[src/rtl/instruction_fetch_controller_pkg.sv]
// Shared types and constants for the instruction fetch controller.
package instruction_fetch_controller_pkg;

    // Controller state encoding
    typedef enum logic {
        RUN  = 1'b0,
        HALT = 1'b1
    } fetch_state_t;

    // One fetch-queue entry: returned instruction together with its PC
    typedef struct packed {
        logic [31:0] instruction;
        logic [31:0] pc;
    } fq_entry_t;

    localparam logic [31:0] RESET_PC_DEFAULT  = 32'h0000_0000;
    localparam int unsigned MEM_WORDS_DEFAULT = 1024;

    // True when a byte address lies below 4*mem_words; done in 34 bits so
    // large memory sizes cannot wrap the limit.
    function automatic logic pc_in_range(input logic [31:0] pc, input int unsigned mem_words);
        logic [33:0] limit;
        limit = {mem_words, 2'b00};
        return ({2'b00, pc} < limit);
    endfunction

endpackage

[src/rtl/instruction_fetch_controller_fetch_queue.sv]
// Two-entry fetch FIFO. Slot 0 is always the head; empty slots hold zero so
// the head outputs read as zero when the queue is empty.
module instruction_fetch_controller_fetch_queue
    import instruction_fetch_controller_pkg::*;
(
    input  logic        i_clk,
    input  logic        i_srst,
    input  logic        i_flush,
    input  logic        i_push,
    input  logic        i_pop,
    input  logic [63:0] i_din,
    output logic [1:0]  o_count,
    output logic        o_valid,
    output logic [63:0] o_head
);

    fq_entry_t   r_slot [2];
    logic [1:0]  r_count;

    fq_entry_t   w_slot_next [2];
    logic [1:0]  w_count_after_pop;
    logic [1:0]  w_count_next;
    logic        w_pop;
    logic        w_push;

    // Pop only a valid head; push is accepted when a slot is (or becomes) free
    assign w_pop  = i_pop && (r_count != 2'd0);
    assign w_push = i_push && ((r_count < 2'd2) || w_pop);

    // Next slot contents: shift on pop, then write the new entry behind the
    // surviving entries
    always_comb begin
        w_slot_next[0]    = r_slot[0];
        w_slot_next[1]    = r_slot[1];
        w_count_after_pop = r_count;
        if (w_pop) begin
            w_slot_next[0]    = r_slot[1];
            w_slot_next[1]    = '0;
            w_count_after_pop = r_count - 2'd1;
        end
        w_count_next = w_count_after_pop;
        if (w_push) begin
            w_slot_next[w_count_after_pop[0]] = fq_entry_t'(i_din);
            w_count_next = w_count_after_pop + 2'd1;
        end
    end

    // Slot registers; reset and flush both empty the queue, flush beats push
    generate
        for (genvar gi = 0; gi < 2; gi++) begin : g_slot
            always_ff @(posedge i_clk) begin
                if (i_srst || i_flush) begin
                    r_slot[gi] <= '0;
                end else begin
                    r_slot[gi] <= w_slot_next[gi];
                end
            end
        end
    endgenerate

    // Occupancy counter
    always_ff @(posedge i_clk) begin
        if (i_srst || i_flush) begin
            r_count <= 2'd0;
        end else begin
            r_count <= w_count_next;
        end
    end

    assign o_count = r_count;
    assign o_valid = (r_count != 2'd0);
    assign o_head  = r_slot[0];

endmodule

[src/rtl/instruction_fetch_controller.sv]
// Instruction fetch controller: owns the PC, drives the combinational-read
// instruction memory and feeds a 2-entry queue towards IF/ID.
module instruction_fetch_controller
    import instruction_fetch_controller_pkg::*;
#(
    parameter logic [31:0] RESET_PC  = RESET_PC_DEFAULT,
    parameter int unsigned MEM_WORDS = MEM_WORDS_DEFAULT
) (
    input  logic        Clk,
    input  logic        Rst,
    output logic [31:0] Address,
    input  logic [31:0] Instruction,
    input  logic        Redirect,
    input  logic [31:0] RedirectTarget,
    input  logic        OutReady,
    output logic        OutValid,
    output logic [31:0] OutInstruction,
    output logic [31:0] OutPC,
    output logic [31:0] OutPCPlus4,
    output logic        Fault
);

    fetch_state_t r_state;
    logic [31:0]  r_pc;
    logic         r_fault;

    logic [31:0]  w_target;
    logic         w_pc_ok;
    logic         w_fire;
    logic [1:0]   w_count;
    logic         w_valid;
    logic [63:0]  w_head;
    fq_entry_t    w_head_entry;
    fq_entry_t    w_push_entry;

    assign w_target = {RedirectTarget[31:2], 2'b00};
    assign w_pc_ok  = pc_in_range(r_pc, MEM_WORDS);

    // Fetch whenever a slot is free, or the full queue is draining this cycle
    assign w_fire = (r_state == RUN) && w_pc_ok && !Redirect &&
                    ((w_count < 2'd2) || OutReady);

    assign w_push_entry.instruction = Instruction;
    assign w_push_entry.pc          = r_pc;

    instruction_fetch_controller_fetch_queue u_fetch_queue (
        .i_clk   (Clk),
        .i_srst  (Rst),
        .i_flush (Redirect),
        .i_push  (w_fire),
        .i_pop   (OutReady),
        .i_din   (w_push_entry),
        .o_count (w_count),
        .o_valid (w_valid),
        .o_head  (w_head)
    );

    // PC / RUN-HALT state machine; reset beats redirect beats normal fetch
    always_ff @(posedge Clk) begin
        if (Rst) begin
            r_pc    <= RESET_PC;
            r_state <= RUN;
            r_fault <= 1'b0;
        end else if (Redirect) begin
            r_pc <= w_target;
            if (pc_in_range(w_target, MEM_WORDS)) begin
                r_state <= RUN;
                r_fault <= 1'b0;
            end else begin
                r_state <= HALT;
                r_fault <= 1'b1;
            end
        end else begin
            case (r_state)
                RUN: begin
                    if (!w_pc_ok) begin
                        r_state <= HALT;
                        r_fault <= 1'b1;
                    end else if (w_fire) begin
                        r_pc <= r_pc + 32'd4;
                    end
                end
                HALT: begin
                    r_pc <= r_pc;
                end
                default: begin
                    r_state <= HALT;
                    r_fault <= 1'b1;
                end
            endcase
        end
    end

    assign w_head_entry   = fq_entry_t'(w_head);
    assign Address        = r_pc;
    assign Fault          = r_fault;
    assign OutValid       = w_valid;
    assign OutInstruction = w_head_entry.instruction;
    assign OutPC          = w_head_entry.pc;
    assign OutPCPlus4     = w_valid ? (w_head_entry.pc + 32'd4) : 32'd0;

endmodule

[config.mk]
export PLATFORM = sky130hd
export DESIGN_NAME = instruction_fetch_controller
export DESIGN_NICKNAME = d
export VERILOG_FILES = /design/src/rtl/instruction_fetch_controller_pkg.sv /design/src/rtl/instruction_fetch_controller_fetch_queue.sv /design/src/rtl/instruction_fetch_controller.sv
export SDC_FILE = /design/constraint.sdc
export NUM_CORES = 1
export LEC_CHECK = 0
export BUFFER_PORTS_ARGS = -buffer_cell sky130_fd_sc_hd__buf_2
export CAP_MARGIN = 40
export CORE_ASPECT_RATIO = 0.5
export CORE_UTILIZATION = 48
export CTS_CLUSTER_SIZE = 12
export DETAILED_ROUTE_END_ITERATION = 8
export PLACE_DENSITY = 0.76
export SKIP_CTS_REPAIR_TIMING = 1
export SYNTH_ARGS = -nofsm -noshare
export SYNTH_HDL_FRONTEND = slang
export SYNTH_SLANG_ARGS = --single-unit
[constraint.sdc]
create_clock -name Clk -period 1.9 [get_ports Clk]
set_input_delay 0.095 -clock Clk [delete_from_list [all_inputs] [get_ports Clk]]
set_output_delay 0.095 -clock Clk [all_outputs]
set_load 0.005 [all_outputs]
After elaboration in Yosys (flattened, before gate mapping)
Memory sizes are Yosys's and may differ from the RTL's.
Cells that the tools add are included.
- word-level logic and storage cells: 64
- bits in writable memories: 128
- register bits: 36
- output and inout port bits: 130
- memories kept: 1
- bits of input ports: 68
- memories (memory ; depth ; width ; read ports ; clocked after memory_dff ; write ports ; RTL line ; RTL):
    u_fetch_queue.r_slot ; 2 ; 64 ; 2 ; 0 ; 2 ; instruction_fetch_controller_fetch_queue.sv:17 ; fq_entry_t r_slot [2];
- magnitude comparators: 5
- mux-type cells: 24
- reductions and logical operators: 15
- bitwise operators: 4
- add/sub/neg operators: 4
- equality and inequality tests: 6
- operators by type and width (kind ; number):
    128-bit two-way mux ; 2
    64-bit two-way mux ; 3
    32-bit two-way mux ; 5
    128-bit bitwise mux ; 1
    32-bit by 3-bit adder with 32-bit output (second input constant) ; 2
    64-bit demux with 1-bit select ; 1
    32-bit by 13-bit < comparator with 1-bit output (second input constant) ; 2
    1-bit two-way mux ; 10
    1-bit logical AND ; 6
    2-bit inequality test (second input constant) ; 3
    3-bit AND reduction ; 2
    2-bit two-way mux ; 2
    1-bit logical OR ; 3
    3-bit by 2-bit inequality test with 1-bit output (second input constant) ; 1
    3-bit inequality test (second input constant) ; 1
    2-bit by 1-bit adder with 2-bit output (second input constant) ; 1
    2-bit greater-or-equal comparator (second input constant) ; 1
    2-bit by 1-bit < comparator with 1-bit output (second input constant) ; 1
    2-bit < comparator (second input constant) ; 1
    2-bit by 1-bit inequality test with 1-bit output (second input constant) ; 1
    1-bit NOT with 2-bit output ; 1
    1-bit bitwise OR ; 2
    2-bit AND reduction ; 1
    2-bit nonzero test ; 1
    4 further kinds ; 4

Logic depth before layout (Yosys ltp)
- depth in word-level cells: 11
- mapped depth: 11
- gate-level depth less buffers: 6

Hierarchy
A second synthesis with hierarchy kept.
- cells, all modules: 911
- area total of the unflattened synthesis: 8365.5 um2
- by module, submodules not included (module ; instances ; area an instance (um2) ; cells an instance ; sequential area each (um2)):
    instruction_fetch_controller_fetch_queue ; 1 ; 5968.2 ; 601 ; 2602.5
    instruction_fetch_controller ; 1 ; 2397.3 ; 310 ; 640.6

Worst setup path before layout
Ideal clock, no wire load.
- path kind: flip-flop to flip-flop
- start: register u_fetch_queue.r_count[0] (netlist: u_fetch_queue.o_count[0])
- end: memory u_fetch_queue.r_slot[0][30] in the netlist's numbering
- slack: -0.052 ns
- arrival time: 1.820 ns
- library setup time: 0.132 ns
- buffers on the path: 5
- clock period less this slack: 1.952 ns
- cell stages (with the launch flop): 11
- required time: 1.768 ns
- path through: dfxtp_1 > inv_1 > ha_1 > clkbuf_1 > nor2b_1 > buf_2 > buf_4 > buf_4 > buf_2 > mux2i_1 > nor3_1
- RTL lines (item ; RTL line ; RTL):
    start: declaration ; instruction_fetch_controller_fetch_queue.sv:18 ; logic [1:0] r_count;
    start signal: assignment ; instruction_fetch_controller_fetch_queue.sv:66 ; r_count <= w_count_next;
    end: declaration ; instruction_fetch_controller_fetch_queue.sv:17 ;

==> results.md <==
Status:
- The run finished, with violations left.
- The checks that failed: design-rule violations, negative hold slack, negative setup slack.

Floorplan:
- The initialized floorplan defines 32 standard-cell rows.
- For this configuration, the core starts out at a cell density of 49.5%.
- The top-level port count is 198.
- The horizontal extent of the die is 181 um.
- The area of the placeable core is 15500 um2.
- The vertical extent of the die is just over 90 um.
- The die covers 16500 um2.

Setup path:
- The critical path in this run is classified as reg -> out.
- The endpoint class of the critical path is an output pin.
- Measured in cells, the most critical reg-to-reg path has a length of 4.
- The highest-delay cell along the critical path is or3_4.
- The critical path required time is 1.80 ns.
- The slack of the worst reg-to-reg path is -0.07 ns.
- The delay of the slowest cell on the worst path is 0.45 ns.
- The cell with the most instances on the worst path is or3_4.
- The kind of start point of the critical path is a flop.
- The endpoint of the lowest-slack register-to-register path is Address[12].
- Traced cell by cell, the critical path runs through ha_4 > nand2_2 > or3_4 > buf_6 > or3_4 > a21oi_2 > buf_2.
- The arrival time at the worst endpoint is between 2 and 2.5 ns.
- The top fanout value on the critical path is 7.
- The launch point of the worst reg-to-reg path is Address[31].

GRT:
- The first-pass GRT wire length is between 30 and 40 mm.
- Entering global routing, the biggest net connects 47 pins.
- The number of antenna violations at the first check in global routing came to 0.
- The number of global-route vias before repair came to about 7000.
- The global-route congestion overflow total is 0.
- Global routing used 25.5% of the available tracks.

Yosys:
- The number of enable-type register cells in the synthesized netlist is 0.
- The area of the mapped netlist is 7660 um2.
- After synthesis, the cell types taking the most area are dfxtp_1, mux2i_1, nand2_1, mux2_2, and3_1.
- The biggest area consumer among synthesized cells is dfxtp_1.
- Among all flip-flop cells after synthesis, the most frequent one is dfxtp_1.
- Synthesis handed over a netlist of 814 instances.
- After synthesis, the largest area contributor takes up 42.3% of total cell area.
- The synthesized flop and latch total is 162.
- Yosys mapped the design onto 61 distinct sky130hd cell types.
- Averaged over all synthesized cells, the footprint is 9.41 um2.
- The fraction of the yosys area taken by sequential cells is 42.3%.
- During synthesis, Yosys emitted a total of 0 warnings.
- The share of synthesized flip-flops with an asynchronous set or reset is 0%.

Place:
- The post-detailed-placement cell area is 9200 um2.
- Buffers placed on the I/O ports in this run total around 190.
- The placed wire-length estimate after detailed placement is roughly 15 mm.
- Including well taps, the total number of placed cells is 1218.
- The routability congestion estimate is 0.900.

Cells and area:
- Of the cells placed in the final design, the portion with a size suffix greater than 1 is 39.0%.
- The layout-stage area growth over the synthesis result is 42.9%.
- The final layout contains between 1000 and 1500 nets.
- The final non-filler cell total is roughly 1300.
- After routing the design area is 11000 um2.
- The repair_antennas step left the layout with diodes totalling 0.

Routing:
- After detailed routing, the met3 layer carries 1.62 mm of wire.
- The detail route stage leaves a number of antenna-violating nets equal to 0.
- The routed length on met1 is 10.0 mm.
- In the routed layout, each cell is associated on average with a via count of 5.70.
- Routed signal wires occupy layers up through met4.
- For this block, the via count after detailed routing is 7617.
- The number of detailed-route iterations in the first pass is 9.
- After detailed routing, the number of remaining DRC violations is 1.
- The wire length per cell is 18.4 um.
- The overall routed net length is 24.6 mm.
- After the first detailed-routing iteration, the DRC count stood at 803.
- The total met2 wirelength after detailed routing is 12.3 mm.

Timing:
- The time the final worst path needs with I/O delays and setup is 2.30 ns.
- After layout, the worst setup slack is -0.402 ns.
- The worst max-slew margin expressed relative to the limit is 56.8%.
- The fraction of the cycle the final worst path needs is 121%.
- The total count of hold-check failures in the final report is 3.
- Setup violations remaining at the end of the flow were counted as 38.
- Setup repair after global routing could not meet its margin everywhere.
- The total count of max-transition violations in the final report was 0.
- Between clock sinks in the finished design, the worst skew comes to 0.0126 ns.
- The final hold slack is -0.0256 ns.
- The timing-limited maximum frequency is roughly 430 MHz.
- The transition time at the pin with the least slew margin is roughly 0.65 ns.

Power and ir drop:
- The worst supply voltage drop on vdd is 0.599 mV.
- The analysis attributes to cell leakage a power of around 0.0049 uW.
- Dividing total power by cell area gives a power density of slightly below 700 nW/um2.

Clock tree:
- Counting the buffers created by CTS gives 17.
- The clock sink total is between 150 and 200.
- The H-tree generated during clock tree synthesis spans 4 levels.
- The master cell of the clock root buffer is clkbuf_16.
- The clock tree buffer depth is 2.
- The clock tree from TritonCTS is yes.
- After clock tree synthesis, the clock-pin slew on the worst setup and hold paths is 0.06 ns.
- The clock latency on the worst-skew pair is between 0.4 and 0.5 ns.

Min path:
- The hold path endpoint is u_fetch_queue.r_slot[1][62].
- The launch point of the worst hold path is Instruction[30].
- In this run the worst hold path is classified as in -> reg.
- The cell depth of the worst hold path is 3.

Run:
- The max-cap check violation count is 0.
[cells in the mapped netlist, types with 8 or more instances]
cell	number
o31ai_1	10
nand4_1	20
buf_6	11
buf_2	13
and3_1	27
inv_1	11
nand3_1	15
nor4_1	9
nor3_1	28
mux2_2	43
dfxtp_1	162
o21ai_0	8
a21oi_1	20
clkbuf_1	28
or4_1	11
nor2_1	34
mux2i_1	110
nand2_1	150
a22o_1	12
[sequential cells by signal, indices dropped and copies added (netlist names)]
register,count
u_fetch_queue.o_count,2
Address,30
Fault,1
r_state,1
u_fetch_queue.r_slot,128
[worst max path at each step]
stage                                           from                          end  slack [ns]
final                     u_fetch_queue.r_slot[0][3]               OutPCPlus4[18]       -0.40
after global routing      u_fetch_queue.r_slot[0][2]               OutPCPlus4[30]       -0.46
after CTS                 u_fetch_queue.r_slot[0][2]               OutPCPlus4[25]       -0.46
after detailed placement    u_fetch_queue.o_count[1]  u_fetch_queue.r_slot[0][43]       -0.05
after global placement    u_fetch_queue.r_slot[0][2]               OutPCPlus4[28]       0.003
after floorplan             u_fetch_queue.o_count[0]  u_fetch_queue.r_slot[0][53]       -0.01
[area by class of cell]
| cell class | instances | area, um2 |
|---|---|---|
| timing repair buffer | 347 | 2530 |
| clock inverter | 12 | 97.6 |
| fill | 1135 | 4540 |
| sequential | 162 | 3280 |
| tap | 204 | 255 |
| clock buffer | 19 | 453 |
| inverter | 11 | 41.3 |
| multi-input combinational | 581 | 4300 |
[where the power goes]
part | switching [uW] | internal [uW] | total, uW
Clock | 1500 | 1770 | 3270
Sequential | 68.9 | 3440 | 3510
Combinational | 355 | 344 | 700
[routing by layer]
metal	GRT usage, %	vias to the layer above
met3	5.42	76
met1	31.1	3671
met4	6.41	0
met2	45.6	337
li1	-	3533
met5	0	-
[cells in the final DEF, fill, tap and decap left out, types with 7 or more instances in the layout]
cell           count
a21oi_2           10
inv_1             11
nor2_1            32
buf_2            193
buf_12            11
o31ai_1            9
nor3_1            27
nand2_1          148
dlygate4sd3_1     58
o21ai_0            7
and3_1            25
or4_4              7
buf_4             67
mux2i_1          109
clkbuf_16         21
dfxtp_2           12
nand4_1           20
nor4_4             7
mux2_2            43
a21oi_1           11
a22o_1            12
nand3_1           13
dfxtp_1          145
buf_6             14
nor4_1             7
[through the flow]
step	power, uW	hold slack, ns	utilization (%)	setup slack [ns]	setup TNS (ns)
6_report	7480	-0.0256	70.7	-0.402	-6.20
5_1_grt	7700	0.0120	70.7	-0.461	-9.70
4_1_cts	7320	-0.108	62.9	-0.456	-6.66
3_5_place_dp	4120	0.317	59.4	-0.0471	-0.271
3_3_place_gp	4110	0.317	59.4	0.00338	0
2_1_floorplan	3860	0.219	-	-0.0136	-0.117
[logic make-up (layout without fill, tap and decap cells)]
kind of cell / after synthesis / count (layout) / synth area share (%)
xor+xnor: 11 / 11 / 1.26
buf+inv: 72 / 389 / 5.16
compound gates: 78 / 78 / 7.30
other cells: 1 / 2 / 0.0489
mux: 153 / 153 / 20.7
fa+ha+maj: 3 / 3 / 0.490
simple gates: 334 / 334 / 22.7
flops: 162 / 162 / 42.3
[critical path: cells and delay by family (launching register included)]
kind | cells | cell delay, ns
adder cells (fa/ha/maj) | 1 | 0.14
AO/OA/AOI/OAI | 1 | 0.12
flip-flops | 1 | 0.36
AND/OR/NAND/NOR | 3 | 0.87
buffers and inverters | 2 | 0.28
Note: power is estimated with default switching activity, not from simulation.
